===== config.mk =====
export PLATFORM = sky130hd
export DESIGN_NAME = pipe_stage_reg
export DESIGN_NICKNAME = d
export VERILOG_FILES = /design/src/rtl/pipe_pkg.sv /design/src/rtl/pipe_sat_counter.sv /design/src/rtl/pipe_stage_reg.sv
export SDC_FILE = /design/constraint.sdc
export NUM_CORES = 1
export LEC_CHECK = 0
export ABC_AREA = 0
export CORE_AREA = 2 2 78 80
export DETAILED_ROUTE_END_ITERATION = 8
export DIE_AREA = 0 0 80 82
export PLACE_DENSITY = 0.84
export RECOVER_POWER = 25
export SLEW_MARGIN = 20
export SYNTH_ARGS = -nofsm -noshare
export SYNTH_HDL_FRONTEND = slang
export SYNTH_SLANG_ARGS = --single-unit

===== constraint.sdc =====
create_clock -name CLK -period 1.58 [get_ports CLK]
set_input_delay 0.395 -clock CLK [delete_from_list [all_inputs] [get_ports CLK]]
set_output_delay 0.395 -clock CLK [all_outputs]
set_load 0.005 [all_outputs]

===== src/rtl/pipe_pkg.sv =====
// pipe_pkg: shared constants, action encoding and priority decode for pipeline stage registers
package pipe_pkg;
   localparam int STALL_UP = 0;
   localparam int STALL_DN = 1;
   localparam int PERF_W   = 32;
   typedef enum logic [1:0] {ACT_LOAD, ACT_BUBBLE, ACT_HOLD, ACT_FLUSH} pipe_act_t;
   function automatic pipe_act_t pipe_decode(input logic flush, input logic [1:0] stall);
      return flush ? ACT_FLUSH : stall[STALL_DN] ? ACT_HOLD : stall[STALL_UP] ? ACT_BUBBLE : ACT_LOAD;
   endfunction
endpackage


===== src/rtl/pipe_sat_counter.sv =====
// pipe_sat_counter: up-counter that sticks at MAX, with synchronous clear taking priority over increment
module pipe_sat_counter #(
   parameter int           W   = 8,
   parameter logic [W-1:0] MAX = '1
) (
   input  logic         CLK,
   input  logic         RST,
   input  logic         inc,
   input  logic         clr,
   output logic [W-1:0] cnt
);
   // count up until MAX, clear wins over increment
   always_ff @(posedge CLK or negedge RST)
      if (!RST) cnt <= '0;
      else if (clr) cnt <= '0;
      else if (inc && cnt != MAX) cnt <= cnt + 1'b1;
endmodule


===== src/rtl/pipe_stage_reg.sv =====
// pipe_stage_reg: multi-lane inter-stage register with flush/hold/bubble priority and hold watchdog.
// Performance counters are built only when PIPE_REG_PERF_EN is defined.
module pipe_stage_reg
   import pipe_pkg::*;
#(
   parameter int                DATA_W     = 32,
   parameter int                LANES      = 1,
   parameter logic [DATA_W-1:0] NOP_WORD   = '0,
   parameter int                HOLD_LIMIT = 15
) (
   input  logic                    CLK,
   input  logic                    RST,
   input  logic [1:0]              STALL,
   input  logic                    FLUSH,
   input  logic [LANES-1:0]        IN_VALID,
   input  logic [LANES*DATA_W-1:0] IN_DATA,
   output logic [LANES-1:0]        OUT_VALID,
   output logic [LANES*DATA_W-1:0] OUT_DATA,
   output logic                    HOLD_TIMEOUT,
   input  logic                    PERF_CLR,
   output logic [31:0]             PERF_LOAD_CNT,
   output logic [31:0]             PERF_BUBBLE_CNT
);
   localparam int              HW   = $clog2(HOLD_LIMIT + 1);
   localparam logic [HW-1:0]   HMAX = HW'(HOLD_LIMIT);
   pipe_act_t                  act;
   logic [LANES*DATA_W-1:0]    load_data;
   logic [HW-1:0]              hold_cnt;
   // pick the single action for this cycle and squash invalid lanes to the bubble word
   always_comb begin
      act = pipe_decode(FLUSH, STALL);
      for (int i = 0; i < LANES; i++)
         load_data[i*DATA_W +: DATA_W] = IN_VALID[i] ? IN_DATA[i*DATA_W +: DATA_W] : NOP_WORD;
   end
   // payload and valid register; hold keeps the current contents
   always_ff @(posedge CLK or negedge RST)
      if (!RST) begin
         OUT_VALID <= '0;
         OUT_DATA  <= {LANES{NOP_WORD}};
      end else if (act == ACT_FLUSH || act == ACT_BUBBLE) begin
         OUT_VALID <= '0;
         OUT_DATA  <= {LANES{NOP_WORD}};
      end else if (act == ACT_LOAD) begin
         OUT_VALID <= IN_VALID;
         OUT_DATA  <= load_data;
      end
   pipe_sat_counter #(.W(HW), .MAX(HMAX)) u_hold (
      .CLK(CLK), .RST(RST), .inc(act == ACT_HOLD), .clr(act != ACT_HOLD), .cnt(hold_cnt)
   );
   assign HOLD_TIMEOUT = (hold_cnt == HMAX);
`ifdef PIPE_REG_PERF_EN
   pipe_sat_counter #(.W(PERF_W)) u_perf_load (
      .CLK(CLK), .RST(RST), .inc(act == ACT_LOAD && |IN_VALID), .clr(PERF_CLR), .cnt(PERF_LOAD_CNT)
   );
   pipe_sat_counter #(.W(PERF_W)) u_perf_bubble (
      .CLK(CLK), .RST(RST), .inc(act == ACT_BUBBLE || act == ACT_FLUSH), .clr(PERF_CLR),
      .cnt(PERF_BUBBLE_CNT)
   );
`else
   logic perf_clr_unused;
   assign perf_clr_unused = PERF_CLR;
   assign PERF_LOAD_CNT   = '0;
   assign PERF_BUBBLE_CNT = '0;
`endif
endmodule


==> metrics.md <==
| Metric | Value |
|---|---|
| Status | `complete, no violations` |
| Critical path type | `reg2out` |
| Power density over the cells | `between 600 and 700 nW/µm²` |
| R2r worst-path depth | `4` |
| Worst-path cell chain | `clkdlybuf4s50_1` |
| Crit-path leading delay family | `buffers and inverters` |
| Final period util | `0.976` |
| Worst path max stage delay | `slightly above 0.5 ns` |
| Fmax | `approximately 650 MHz` |
| Min cycle time layout | `approximately 1.5 ns` |
| Worst-skew pair later-pin latency | `around 0.28 ns` |
| Total track usage | `0.121` |
| Distinct cells, synth | `20` |
| Yosys warning count | `0` |
| Synth top cells by count | `65 x buf_4, 37 x dfrtp_1, 27 x a22o_2` |
| Most frequent cell after synthesis | `buf_4` |
| Fill count | `543` |
| # setup viols final | `0` |
| Clock Path Buffers | `2` |
| Fraction of registers with async set/reset | `1.00` |
| Largest net degree at the start of global routing | `20` |
| Routed Wire Length | `approximately 4000 µm` |
| Post-CTS Hold Buffers | `0` |
| CP max FO | `2` |
| Worst-path clk slew | `roughly 0.08 ns` |
| CP startpoint kind | `register` |
| Avg Cell Area, Syn | `roughly 12 µm²` |
| CP Capture Point | `OUT_DATA[13]` |
| Root buffer cell | `clkbuf_8` |
| Max-slew violation count | `0` |
| Critical path origin | `OUT_DATA[13]` |
| GPL Wtd Cong | `0.715` |
| DR WL/cell | `~12 µm` |
| Vias/cell | `a little over 4` |
| Sequential area share after synthesis | `0.479` |
| Req. time, crit path | `1.18 ns` |
| Number of synthesized flops with an enable pin | `0` |
| Die Width | `80 µm` |
| Via Count | `1355` |
| R2r startpoint | `u_hold.cnt[0]` |
| Flops & latches, synth | `37` |
| Fraction of layout cells with a size suffix above 1 | `0.264` |
| Worst hold slack | `0.286 ns` |
| Synth Instances | `between 150 and 200` |
| Max cap viols | `0` |
| CTS Sinks | `37` |
| Final nets | `293` |
| Grt ovf | `0` |
| Worst Hold Class | `in2async` |
| Die area | `roughly 6600 µm²` |
| Vias in the first global route | `roughly 1200` |
| Post-synth top flop | `dfrtp_1` |
| Dominant cells by area after synthesis | `dfrtp_1 48%, buf_4 25%, a22o_2 14%, a22o_1 2.3%, buf_6 1.7%` |
| TNS Setup | `0 ns` |
| Worst slew pin tran | `approximately 1.1 ns` |
| Global-route wire length before repair | `between 5000 and 6000 µm` |
| Drc violations | `0` |
| R2R setup slack | `between 0.4 and 0.5 ns` |
| Pre-antenna DRT Iters | `3` |
| Post-route insts no fill | `about 330` |
| Crit. End Element | `output pin` |
| Yosys top cell area share | `0.479` |
| CTS tree | `yes` |
| Clk_skew | `0.000321 ns` |
| Port Buffer Count | `between 70 and 80` |
| Post-synth top area cell | `dfrtp_1` |
| CP Buf/Inv Count | `1` |
| Inserted Diodes | `0` |
| Final hold violations | `0` |
| Antenna-violating nets left | `0` |
| WP data arrival | `~1.2 ns` |
| Leak | `~0.0018 µW` |
| # rows | `28` |
| Mapped Area | `just under 2000 µm²` |
| Detailed placement HPWL | `between 2000 and 3000 µm` |
| Placeable Area | `about 5700 µm²` |
| Worst IR Drop VDD | `292 µV` |
| CTS buffer count | `5` |
| Placed insts | `309` |
| Initial Utilization | `0.336` |
| Area growth syn-to-layout | `45.2%` |
| Starting DRT DRC Count | `34` |
| H-tree levels | `2` |
| Critical Path Stages | `1` |
| Die height | `between 80 and 90 µm` |
| Slew headroom | `0.268` |
| I/O pins | `~140` |
| Critical Path Slowest Stage Cell | `clkdlybuf4s50_1` |
| Reg2reg end | `u_hold.cnt[3]` |
| Initial antenna violation count | `0` |
-- layout by cell type, fill, tap and decap left out, types with 3 or more instances in the layout --
cell             instances
dlymetal6s2s_1          24
nand3b_1                 3
clkdlybuf4s50_1         44
buf_12                   3
a22o_1                   5
dfrtp_1                 37
clkbuf_8                 5
conb_1                  64
a22o_2                  27
buf_4                   22
-- layout make-up --
class	instances	area, µm²	share of cell area
flip-flops and latches	37	926	0.330
repair buffers	96	983	0.351
clock buffers	5	68.8	0.0245
multi-input cells	113	716	0.255
clock inverters	3	17.5	0.00624
well taps	75	93.8	0.0335
-- layer usage --
layer | vias up | routed length, µm | global-route usage
met1 | 659 | 1490 | 0.132
met2 | 73 | 2250 | 0.216
met5 | - | 0 | 0
li1 | 618 | - | -
met3 | 5 | 284 | 0.0264
met4 | 0 | 66 | 0.0712
-- per-stage QoR --
stage	utilization	worst slack [ns]	total power, µW	instance area [µm²]
final	0.488	0.0379	1910	2810
after global routing	0.488	-0.00489	2020	2810
after CTS	0.463	0.00124	1930	2660
after detailed placement	0.447	-0.170	1270	2570
after global placement	0.447	-0.140	1270	2570
after floorplan	-	0.363	1200	2170
-- state kept, by name, summed over array words and instances (netlist names) --
register,cells
u_hold.cnt,4
OUT_VALID,1
OUT_DATA,32
-- cells by family after synthesis --
family | synth area share
buf+inv | 0.278
compound gates | 0.190
flops | 0.479
simple gates | 0.0395
mux | 0.00518
fa+ha+maj | 0.00648
other cells | 0.00194
-- report_power, final --
part           internal (µW)  switching, µW  total (µW)
logic                    161            119         280
registers                969           11.8         980
clock network            305            348         652
-- worst min-delay path by stage --
stage and end:
6_report OUT_DATA[9], 5_1_grt OUT_DATA[9], 4_1_cts OUT_DATA[9], 3_5_place_dp OUT_DATA[8]
3_3_place_gp OUT_DATA[8], 2_1_floorplan OUT_DATA[0]
-- what timing repair did --
item                                    CTS  global route
endpoints found under the setup margin    3            29
pin swaps                                 0             0
resized for setup                         6            25
setup buffers                             1            11
Power figures use the tool's default switching activity.
